`src/rtl/int_ctrl18.sv`:
```
// int_ctrl18: interrupt controller in front of Core18.
// Synchronises and edge-detects 15 request lines, latches them as pending,
// masks them and presents the highest eligible vector to the core until the
// core is seen dispatching to it. Mask and pending are visible on the port bus.
module int_ctrl18 #(
    parameter logic [17:0] PORT_BASE = 18'o000040
) (
    input  logic        CLK,
    input  logic        RESET_N,
    input  logic        RUN,
    input  logic [14:0] IRQ,
    input  logic [11:0] PC,
    input  logic        PORT_WR,
    input  logic        PORT_RD,
    input  logic [17:0] ADRS,
    input  logic [17:0] DATAOUT,
    output logic [3:0]  VECTOR,
    output logic [17:0] PORT_DATA,
    output logic        INT_ACK
);

    typedef enum logic [1:0] {IDLE = 2'd0, PRESENT = 2'd1, GAP = 2'd2} state_t;

    state_t      state, state_n;
    logic [14:0] s1, s2, s3;
    logic [2:0]  arm;
    logic [14:0] rise;
    logic [14:0] pending, pending_n, mask, eligible;
    logic [14:0] sw_set, sw_clr, disp_clr, cur_bit;
    logic [3:0]  cur, cur_n, vec_n;
    logic        ack_n;
    logic        hit0, hit1, hit2;
    logic        unused_ok;

    // Highest set request wins: vector 15 over vector 1.
    function automatic logic [3:0] prio_enc(input logic [14:0] req);
        logic [3:0] v;
        v = 4'd0;
        for (int i = 0; i < 15; i++) begin
            if (req[i]) v = 4'(i + 1);
        end
        return v;
    endfunction

    // Vector number to pending-bit mask; vector 0 maps to no bit.
    function automatic logic [14:0] vec_bit(input logic [3:0] v);
        logic [15:0] t;
        t = 16'd1 << v;
        return t[15:1];
    endfunction

    assign hit0 = (ADRS == PORT_BASE);
    assign hit1 = (ADRS == PORT_BASE + 18'd1);
    assign hit2 = (ADRS == PORT_BASE + 18'd2);

    assign sw_set = (PORT_WR && hit2) ? DATAOUT[14:0] : 15'd0;
    assign sw_clr = (PORT_WR && hit1) ? DATAOUT[14:0] : 15'd0;

    assign unused_ok = &{1'b0, DATAOUT[17:15]};

    // Two-flop synchroniser plus edge-detect flop. The arm shift register
    // suppresses edges until s3 holds a post-reset sample, so a line that is
    // already high when reset is released does not count as a new event.
    always_ff @(posedge CLK or negedge RESET_N) begin
        if (!RESET_N) begin
            s1  <= 15'd0;
            s2  <= 15'd0;
            s3  <= 15'd0;
            arm <= 3'd0;
        end else begin
            s1  <= IRQ;
            s2  <= s1;
            s3  <= s2;
            arm <= {arm[1:0], 1'b1};
        end
    end

    assign rise = arm[2] ? (s2 & ~s3) : 15'd0;

    // Sets win over clears on the same bit so no request is ever dropped.
    assign pending_n = (pending & ~(sw_clr | disp_clr)) | rise | sw_set;
    assign eligible  = pending & mask;
    assign cur_bit   = vec_bit(cur);

    // Software-visible mask and pending registers.
    always_ff @(posedge CLK or negedge RESET_N) begin
        if (!RESET_N) begin
            pending <= 15'd0;
            mask    <= 15'd0;
        end else begin
            pending <= pending_n;
            if (PORT_WR && hit0) mask <= DATAOUT[14:0];
        end
    end

    // Next-state logic; with RUN low every state holds and VECTOR goes to 0.
    always_comb begin
        state_n  = state;
        cur_n    = cur;
        vec_n    = 4'd0;
        ack_n    = 1'b0;
        disp_clr = 15'd0;
        if (RUN) begin
            case (state)
                IDLE: begin
                    if (|eligible) begin
                        state_n = PRESENT;
                        cur_n   = prio_enc(eligible);
                        vec_n   = cur_n;
                    end
                end
                PRESENT: begin
                    if (PC == {8'b0, cur}) begin
                        disp_clr = cur_bit;
                        ack_n    = 1'b1;
                        state_n  = GAP;
                    end else if (!(|(pending & cur_bit)) || !(|(mask & cur_bit))) begin
                        state_n = GAP;
                    end else begin
                        vec_n = cur;
                    end
                end
                GAP:     state_n = IDLE;
                default: state_n = IDLE;
            endcase
        end
    end

    // State, latched vector and registered outputs.
    always_ff @(posedge CLK or negedge RESET_N) begin
        if (!RESET_N) begin
            state   <= IDLE;
            cur     <= 4'd0;
            VECTOR  <= 4'd0;
            INT_ACK <= 1'b0;
        end else begin
            state   <= state_n;
            cur     <= cur_n;
            VECTOR  <= vec_n;
            INT_ACK <= ack_n;
        end
    end

    // Port read mux; drives 0 whenever no register is being read.
    always_comb begin
        PORT_DATA = 18'd0;
        if (PORT_RD) begin
            if (hit0)      PORT_DATA = {3'b0, mask};
            else if (hit1) PORT_DATA = {3'b0, pending};
            else if (hit2) PORT_DATA = {14'b0, VECTOR};
        end
    end

endmodule

```
`config.mk`:
```
export PLATFORM = sky130hd
export DESIGN_NAME = int_ctrl18
export DESIGN_NICKNAME = d
export VERILOG_FILES = /design/src/rtl/int_ctrl18.sv
export SDC_FILE = /design/constraint.sdc
export NUM_CORES = 1
export LEC_CHECK = 0
export CORE_MARGIN = 2
export CORE_UTILIZATION = 45
export CTS_CLUSTER_DIAMETER = 50
export DETAILED_ROUTE_END_ITERATION = 16
export DONT_BUFFER_PORTS = 1
export GPL_ROUTABILITY_DRIVEN = 0
export PLACE_DENSITY = 0.61
export SKIP_LAST_GASP = 1
export SLEW_MARGIN = 20
export SYNTH_ARGS = -nofsm -noshare
export SYNTH_HDL_FRONTEND = slang
export SYNTH_SLANG_ARGS = --single-unit
```
`constraint.sdc`:
```
create_clock -name CLK -period 2.1 [get_ports CLK]
set_input_delay 0.315 -clock CLK [delete_from_list [all_inputs] [get_ports CLK]]
set_output_delay 0.315 -clock CLK [all_outputs]
set_load 0.02 [all_outputs]
```
### Word-level counts from Yosys, hierarchy flattened

Cells that the tools add are included.

| storage, ports and cells | value |
|---|---|
| flip-flop bits (word level) | 89 |
| output and inout port bits | 23 |

| operators by class | value |
|---|---|
| eq/ne operators | 7 |
| shifts and indexed selects | 1 |
| multiplexer cells | 37 |
| bitwise logic cells | 10 |
| reductions and logical operators | 12 |

Operators by type and width:

| operator | count |
|---|---|
| $mux W15 | 9 |
| $mux W4 | 19 |
| $and A15 B15 Y15 | 5 |
| $eq A18 B6 Y1 const B | 3 |
| $or A15 B15 Y15 | 3 |
| $reduce_or A15 Y1 | 3 |
| $not A15 Y15 | 2 |
| $shl A1 B4 Y16 const A | 1 |
| $eq A12 B4 Y1 | 1 |
| $pmux W4 S2 | 1 |
| $mux W2 | 3 |
| $reduce_and A3 Y1 | 2 |
| $mux W1 | 4 |
| $pmux W2 S2 | 1 |
| $logic_and A1 B1 Y1 | 3 |
| $ne A3 B3 Y1 const B | 1 |
| $eq A2 B1 Y1 const B | 1 |
| $logic_not A1 Y1 | 2 |
| $logic_not A2 Y1 | 1 |
| $ne A2 B2 Y1 const B | 1 |
| $logic_or A1 B1 Y1 | 1 |

### Depth between registers and ports, before layout

Gate-level depths: netlist (run 1).

| logic depth | value |
|---|---|
| word-level depth | 19 |
| gate-level depth with buffers | 8 |

### Least setup slack after synthesis (run 1)

OpenSTA, ideal clock, no wires.

| timing path | value |
|---|---|
| path type | input-to-output |
| start point | input ADRS[12] |
| end point | output PORT_DATA[11] |
| arrival time | 1.702 ns |
| setup slack | 0.083 ns |
| stages on the path | 6 |
| path through | nor4_1 and4_1 nand2_1 or2_2 clkbuf_1 nor2_1 |

| between the ends | value |
|---|---|
| longest elaborated chain between the ends | 4 |
| elaborated cells between the ends (all ways) | 5 |

Ends and longest elaborated chain:

| what | line | source |
|---|---|---|
| from (decl) | 15 | `input logic [17:0] ADRS,` |
| $eq A18 B6 Y1 | 53 | `assign hit1 = (ADRS == PORT_BASE + 18'd1);` |
| $mux W15 | 149 | `else if (hit1) PORT_DATA = {3'b0, pending};` |
| $mux W15 (*) | 148 | `if (hit0) PORT_DATA = {3'b0, mask};` |
| $mux W15 (*) | 147 | `if (PORT_RD) begin` |
| to (decl) | 18 | `output logic [17:0] PORT_DATA,` |

Every way passes the cells marked *; elsewhere a longest branch is shown, timed or not.

### Worst setup path after layout (run 1)

| timing path | value |
|---|---|
| start point | register cur[3] |
| end point | register pending[2] |

| between the ends | value |
|---|---|
| longest elaborated chain between the ends | 9 |
| elaborated cells between the ends (all ways) | 10 |

Ends and longest elaborated chain:

| what | line | source |
|---|---|---|
| from (decl) | 30 | `logic [3:0] cur, cur_n, vec_n;` |
| from (signal assigned) | 138 | `cur <= cur_n;` |
| $eq A12 B4 Y1 or $shl A1 B4 Y16 (tied branches) | 113, 48 |  |
| $mux W15 (*) | 113 | `if (PC == {8'b0, cur}) begin` |
| $mux W15 (*) | 104 | `case (state)` |
| $mux W15 (*) | 103 | `if (RUN) begin` |
| $or A15 B15 Y15 (*) | 81 | `assign pending_n = (pending & ~(sw_clr \| disp_clr)) \| rise \| sw_set;` |
| $not A15 Y15 (*) | 81 |  |
| $and A15 B15 Y15 (*) | 81 |  |
| $or A15 B15 Y15 (*) (2 in series) | 81 |  |
| net pending_n[2] | 28 | `logic [14:0] pending, pending_n, mask, eligible;` |
| to (signal assigned) | 91 | `pending <= pending_n;` |
| to (decl) | 28 |  |

The timed path passes the listed nets; every way through them passes the cells marked *.
A chain may end at the register's enable or synchronous reset.

==> results of run 1 <==
==> per-layer routing <==
metal  share of wire, %  track usage [%]
met1                 43             27.1
met3                7.3             5.83
met4                2.1             7.17
met5                  0                0
met2                 48             31.6
==> through the flow <==
| stage | hold slack, ns | setup TNS [ns] | utilization [%] |
|---|---|---|---|
| global placement | 0.0235 | 0 | 48.8 |
| finish | -0.355 | 0 | 54.2 |
| floorplan | 0.0194 | 0 | - |
| CTS | -0.373 | 0 | 53.4 |
| detailed placement | 0.0234 | -0.0463 | 48.8 |
| global route | -0.380 | -0.0457 | 54.2 |
==> critical path: stages (launching register included) <==
cell     delay (ns)
dfrtp_1        0.40
xor2_1         0.17
nor4_2         0.27
buf_4          0.19
nand3_4        0.15
buf_4          0.22
o41ai_2        0.21
a21oi_1        0.07
a221o_1        0.26
==> cells in the final DEF (no fill, tap or decap), types with 5 or more instances in the layout <==
master and n:
o21ai_0 6, a21oi_1 16, a21boi_1 5, mux2_2 5, nand3b_1 7, dlygate4sd3_1 15
nand3_1 8, clkbuf_8 10, mux2i_1 21, and3b_1 7, inv_1 11, nor2_1 22
buf_4 24, a31oi_1 6, a221o_1 14, nor2b_1 8, mux2_4 10, dfrtp_1 88
nand2_1 38
==> final timing paths <==
kind                             start    endpoint  slack [ns]  cells after the start
setup / recovery                cur[3]  pending[2]        0.05                      8
hold / removal                 RESET_N    state[1]       -0.35                      0
setup reg to reg                cur[3]  pending[2]        0.05                      8
hold reg to reg                  s1[2]       s2[2]        0.35                      0
max in group asynchronous      RESET_N       s3[3]        2.32                      0
min in group CLK           DATAOUT[10]    mask[10]        0.10                      1
==> synthesized netlist by cell type, types with 8 or more instances <==
cell type  instances
mux2i_1           21
nor2b_1            9
mux2_4            10
nor2_1            22
a21oi_1           16
inv_1             11
nand2_1           38
buf_2              9
dfrtp_1           89
a221o_1           14
nand3_1            8
==> repair_timing <==
| action | in CTS | in global routing |
|---|---|---|
| setup endpoints to repair | 2 | 17 |
| cloned | 1 | 0 |
| endpoints found under the hold margin | 104 | 89 |
| pin swaps | 2 | 3 |
| setup buffers | 4 | 2 |
| gates resized for setup | 1 | 11 |
==> area by class of cell <==
cell class                 instances  area share [%]
tap                              111            2.80
sequential                        89            44.9
multi-input combinational        246            37.8
clock buffer                      10            2.77
inverter                          11           0.832
clock inverter                     6            1.92
timing repair buffer              46            8.96
==> sequential cells by signal, summed over array words and instances, names as in the netlist, 3 cells and up <==
register	count
mask	15
pending	15
s1	15
s2	15
s3	15
VECTOR	4
cur	4
arm	3
==> kinds of logic (layout without fill, tap and decap cells) <==
group | Yosys count | count (layout)
simple gates | 121 | 122
flops | 89 | 89
compound gates | 80 | 80
mux | 36 | 36
buf+inv | 33 | 73
xor+xnor | 4 | 4
other cells | 2 | 4
==> power by group through the flow <==
stage | clock, mW | combinational (mW) | sequential (mW)
after floorplan | 0 | 0.0654 | 1.81
after global placement | 0 | 0.0602 | 1.81
after detailed placement | 0 | 0.0610 | 1.82
after CTS | 1.39 | 0.0839 | 1.78
after global routing | 1.46 | 0.0920 | 1.79
final | 1.35 | 0.0846 | 1.78
==> summary.txt, run 1 <==
Run status
  – Status: complete, but fails checks
  – Failing checks: negative hold slack

Synthesis
  – Post-synth top area cell: dfrtp_1
  – Main synth FF type: dfrtp_1
  – Cell variety after synth: 64
  – Yosys warning count: 0
  – Avg Inst Size Synth: about 12 um^2
  – Post-synthesis cell count: around 370
  – Compound-Gate Fraction of Synth Area: approximately 15%
  – Post-Synth Simple-Gate Area: 16.7%
  – Adder-cell share of the synthesized area: 0%
  – Asr flop ratio synth: 100%
  – EDFF count, synth: 0
  – Seq/Total Area, Yosys: 52.9%
  – Mux share of post-synthesis cell area: 9.90%
  – Synth Register Bits: approximately 90
  – Synth top area cells: dfrtp_1 53%, mux2i_1 5.0%, mux2_4 3.6%, nand2_1 3.4%, a221o_1 3.3%
  – Post-Synth XOR/XNOR Area: 0.833%
  – Largest family of logic cells by synthesized area: simple AND/OR/NAND/NOR gates
  – Share of the synthesized area in the top cell type: 52.9%
  – Cell Area, Synth: 4210 um^2

Timing
  – Unrepaired setup endpoints after global routing: true
  – Fmax: 489 MHz
  – Slew @ Worst Pin: 0.543 ns
  – Period utilisation layout: a little over nine tenths
  – Clk_skew: 0.0124 ns
  – # setup viols final: 0
  – Pins over their slew limit: 0
  – Tmin final: 2.05 ns
  – Tightest hold margin: -0.355 ns
  – Fin. Hold Viols: 89
  – Setup WS post-layout: between 0.05 and 0.06 ns
  – Rel. slew slack: around 64%

Flow run
  – Maxcap violations: 0

Power
  – Pwr/cell area: around 650 nW/um^2
  – Net Sw Power: 680 uW
  – Max IR drop VDD: ~0.00042 V
  – Comb power frac: roughly 2.6%
  – Leakage power: between 2 and 2.5 nW
  – Total power draw: 3.21 mW
  – Cell Int Power: 2.53 mW
  – Power share of the clock group: a little over two fifths
  – Sw frac: between 20% and 30%
  – Flop pwr share: between 50% and 60%

Global routing
  – Antenna violations before repair: 0
  – Number of global-route vias before repair: 2985
  – First-pass GRT wire length: approximately 16 mm
  – GR Overflow Total: 0
  – GRT Util Overall: between 20% and 30%
  – Largest net degree at the start of global routing: 90

Worst setup path
  – WP data arrival: 2.30 ns
  – Worst setup EP type: flop
  – Startpoint Class: flop
  – Required @ worst endpoint: about 2.4 ns
  – Worst Path Max Fanout: 5
  – Critical path class: flop to flop

Clock tree
  – CTS max path bufs: 2
  – Root Buffer: clkbuf_8
  – Clk_lat worst skew: ~0.36 ns
  – Worst-path clk slew: roughly 0.09 ns
  – CTS Hold Buffers Added: 15
  – # H-tree levels: 3
  – Clk sink count: 89
  – Cts bufs inserted: 9
  – CTS tree: built

Floorplan
  – Initial core utilization: about 46%
  – Die W: between 100 and 150 um
  – Num rows: 35
  – Die Area: 10100 um^2
  – Core region area: 9150 um^2
  – I/O Pins: between 90 and 100
  – Die Y: slightly above 100 um

Place
  – DP HPWL: ~6.8 mm
  – Setup WS pre-CTS: -0.0207 ns
  – DP Area: 4460 um^2
  – Placed insts: 481
  – Number of port buffers: 0

Routing
  – Routed len/inst: 19.0 um
  – Drt drc: 0
  – Post-DRT Antenna Nets: 0
  – Drt via density: ~5.8
  – Total wire length: 9.88 mm
  – Initial DRC count: approximately 250
  – 1st-pass router iterations: 4
  – Vias: between 3000 and 4000

Cells and area
  – Antenna fix cells: 0
  – P&R area growth vs syn: 17.9%
  – Multi-input gate area: 1870 um^2
  – Finished Layout Cells: between 500 and 600
  – Register Area: ~2200 um^2
  – Fill cell count: a little under 800
  – Post-layout instance area: ~5000 um^2
  – Layout cells sized above 1: 21.1%
  – Fin nets: 471

Worst hold path
  – Worst Hold Class: input port to async pin
Power figures use the tool's default switching activity.
==> inputs of run 2 (changes only) <==
==> constraint.sdc (replaced) <==
create_clock -name CLK -period 2.1 [get_ports CLK]
set_input_delay 0.315 -clock CLK [delete_from_list [all_inputs] [get_ports CLK]]
set_output_delay 0.315 -clock CLK [all_outputs]
set_load 0.05 [all_outputs]
==> run 2 against run 1 <==
  * The run still ends with negative hold slack left
  * Clock skew decreased by 0.0018 ns
  * Register-to-register slack got worse by 0.04 ns
  * Via count increased by 2.5%
  * Non-clock buffer count increased by 12
  * Sequential share of layout area decreased by 2.6 points
  * Combinational power increased by 16%
  * First-iteration DRC count decreased by 18%
  * Sequential power about the same
  * Global-route usage increased by 0.68 points
  * Die area unchanged
  * Critical endpoint is now pending[8]
  * Highest routed layer unchanged
==> summary.txt, run 2 (same netlist as run 1, synthesis figures left out) <==
Run status
  – Status: complete, but fails checks
  – Failing checks: negative hold slack

Flow run
  – Maxcap violations: 0 (unchanged)

Timing
  – # setup viols final: 0 (unchanged)
  – Fmax: 480 MHz (-1.8%)
  – Pins over their slew limit: 0 (unchanged)
  – Fin. Hold Viols: 89 (unchanged)
  – Clk_skew: 0.0107 ns (-0.00175 ns)
  – Period utilisation layout: 99.2% (+1.8 points)
  – Setup TNS: 0 ns (unchanged)
  – Rel. slew slack: 65.3% (+1.5 points)
  – Unrepaired setup endpoints after global routing: true
  – Tmin final: 2.08 ns (+0.0385 ns)
  – Setup WS post-layout: 0.0163 ns (-0.0385 ns)
  – Slew @ Worst Pin: 0.517 ns (-0.0263 ns)
  – Tightest hold margin: -0.369 ns (-0.0146 ns)

Clock tree
  – CTS Hold Buffers Added: 15 (unchanged)
  – Clk_lat worst skew: 0.37 ns (about the same)
  – Clk sink count: 89 (unchanged)
  – Worst-path clk slew: 0.10 ns (about the same)
  – Root Buffer: clkbuf_8
  – CTS tree: built
  – Cts bufs inserted: 9 (unchanged)
  – # H-tree levels: 3 (unchanged)
  – CTS max path bufs: 2 (unchanged)

Worst hold path
  – Worst Hold Class: input port to async pin

Floorplan
  – Core region area: 9150 um^2 (unchanged)
  – Die Y: 101 um (unchanged)
  – Num rows: 35 (unchanged)
  – Die Area: 10100 um^2 (unchanged)
  – Die W: 101 um (unchanged)
  – I/O Pins: 91 (unchanged)
  – Initial core utilization: 46.0% (unchanged)

Cells and area
  – Fin nets: 482 (+2.3%)
  – Fill cell count: 743 (-6.3%)
  – Post-layout instance area: 5270 um^2 (+6.2%)
  – Commonest non-fill, non-tap cells in the layout: 88 x dfrtp_1, 38 x nand2_1, 24 x buf_4, 21 x mux2i_1, 17 x buf_12
  – Finished Layout Cells: 530 (+2.1%)
  – P&R area growth vs syn: 25.2%
  – Commonest non-fill, non-tap cell in the layout: dfrtp_1
  – Layout cells sized above 1: 26.5% (+5.4 points)
  – Antenna fix cells: 0 (unchanged)
  – Utilization after layout: 57.5% (+3.3 points)

Worst setup path
  – WP data arrival: 2.33 ns (+0.03 ns)
  – Cell Chain, Critical Path: xor2_1 > nor4_2 > buf_4 > nand3_4 > buf_4 > nor3_4 > a21oi_1 > a221o_1
  – Slowest Stage Delay on Critical Path: 0.42 ns (+0.02 ns)
  – Startpoint Class: flop
  – Worst setup EP type: flop
  – Critical path class: flop to flop
  – Worst Path Max Fanout: 5 (unchanged)
  – Slowest-stage cell, CP: dfrtp_2
  – CP Buf/Inv Count: 2 (unchanged)
  – Delay-heaviest family, CP: simple AND/OR/NAND/NOR gates
  – Critical path's most frequent cell: buf_4
  – Required @ worst endpoint: 2.35 ns (about the same)

Routing
  – Vias: 3095 (+2.5%)
  – Routed len/inst: 19.0 um (-0.41%)
  – 1st-pass router iterations: 7 (+3)
  – Drt via density: 5.84 (+0.39%)
  – Total wire length: 10.0 mm (+1.7%)
  – Initial DRC count: 203 (-18%)
  – Drt drc: 0 (unchanged)
  – Post-DRT Antenna Nets: 0 (unchanged)

Power
  – Leakage power: 2.24 nW (+4.6%)
  – Max IR drop VDD: 0.000363 V (-13%)
  – Total power draw: 3.09 mW (-3.6%)
  – Pwr/cell area: 588 nW/um^2 (-9.2%)

Place
  – DP Area: 4770 um^2 (+7.0%)
  – Setup WS pre-CTS: -0.0184 ns (+0.00227 ns)
  – DP HPWL: 6.90 mm (+1.1%)
  – Placed insts: 492 (+2.3%)
  – Number of port buffers: 0 (unchanged)

Global routing
  – Antenna violations before repair: 0 (unchanged)
  – GR Overflow Total: 0 (unchanged)
  – GRT Util Overall: 20.9% (+0.68 points)
  – Largest net degree at the start of global routing: 90 (unchanged)
  – Number of global-route vias before repair: 3164 (+6.0%)
  – First-pass GRT wire length: 16.0 mm (+2.1%)
-- run 2: final cells by class --
class                      instances  area, um^2  area share [%]
clock inverter                     6        75.1            1.43
sequential                        89        2230            42.3
tap                              111         139            2.64
timing repair buffer              58         693            13.2
clock buffer                      10         128            2.42
multi-input combinational        245        1960            37.2
inverter                          11        41.3           0.784
-- run 2: power breakdown --
group          internal [mW]  leakage, nW  total [mW]  switching (mW)
Combinational         0.0528         1.08      0.0979          0.0451
Clock                  0.567       0.0990        1.22           0.648
Sequential              1.76         1.05        1.78          0.0206
Total                   2.38         2.24        3.09           0.714
-- run 2: final timing paths --
path / slack (ns) / to / depth (start not counted) / start
setup / recovery: 0.02 / pending[8] / 8 / cur[0]
hold / removal: -0.37 / INT_ACK / 0 / RESET_N
setup reg to reg: 0.02 / pending[8] / 8 / cur[0]
hold reg to reg: 0.35 / s2[7] / 0 / s1[7]
max in group asynchronous: 2.28 / pending[1] / 0 / RESET_N
min in group CLK: 0.09 / mask[13] / 1 / DATAOUT[13]
-- run 2: metal layers --
| metal | track usage (%) | vias to the layer above | share of wire [%] | wire [um] |
|---|---|---|---|---|
| li1 | - | 1433 | - | - |
| met1 | 27.8 | 1517 | 42 | 4240 |
| met3 | 3.88 | 26 | 6.2 | 619 |
| met4 | 10.2 | 0 | 3.4 | 344 |
| met2 | 33.1 | 119 | 48 | 4840 |
| met5 | 0 | - | 0 | 0 |
-- run 2: worst register-to-register path, stage by stage, from the launching register on --
cell     delay [ns]
dfrtp_2        0.42
xor2_1         0.17
nor4_2         0.26
buf_4          0.16
nand3_4        0.13
buf_4          0.20
nor3_4         0.19
a21oi_1        0.13
a221o_1        0.30
-- run 2: timing repair --
item | 4_1_cts | 5_1_grt
endpoints found under the setup margin | 5 | 17
pin swaps | 2 | 1
endpoints found under the hold margin | 104 | 89
setup buffers | 5 | 2
gates resized for setup | 1 | 13
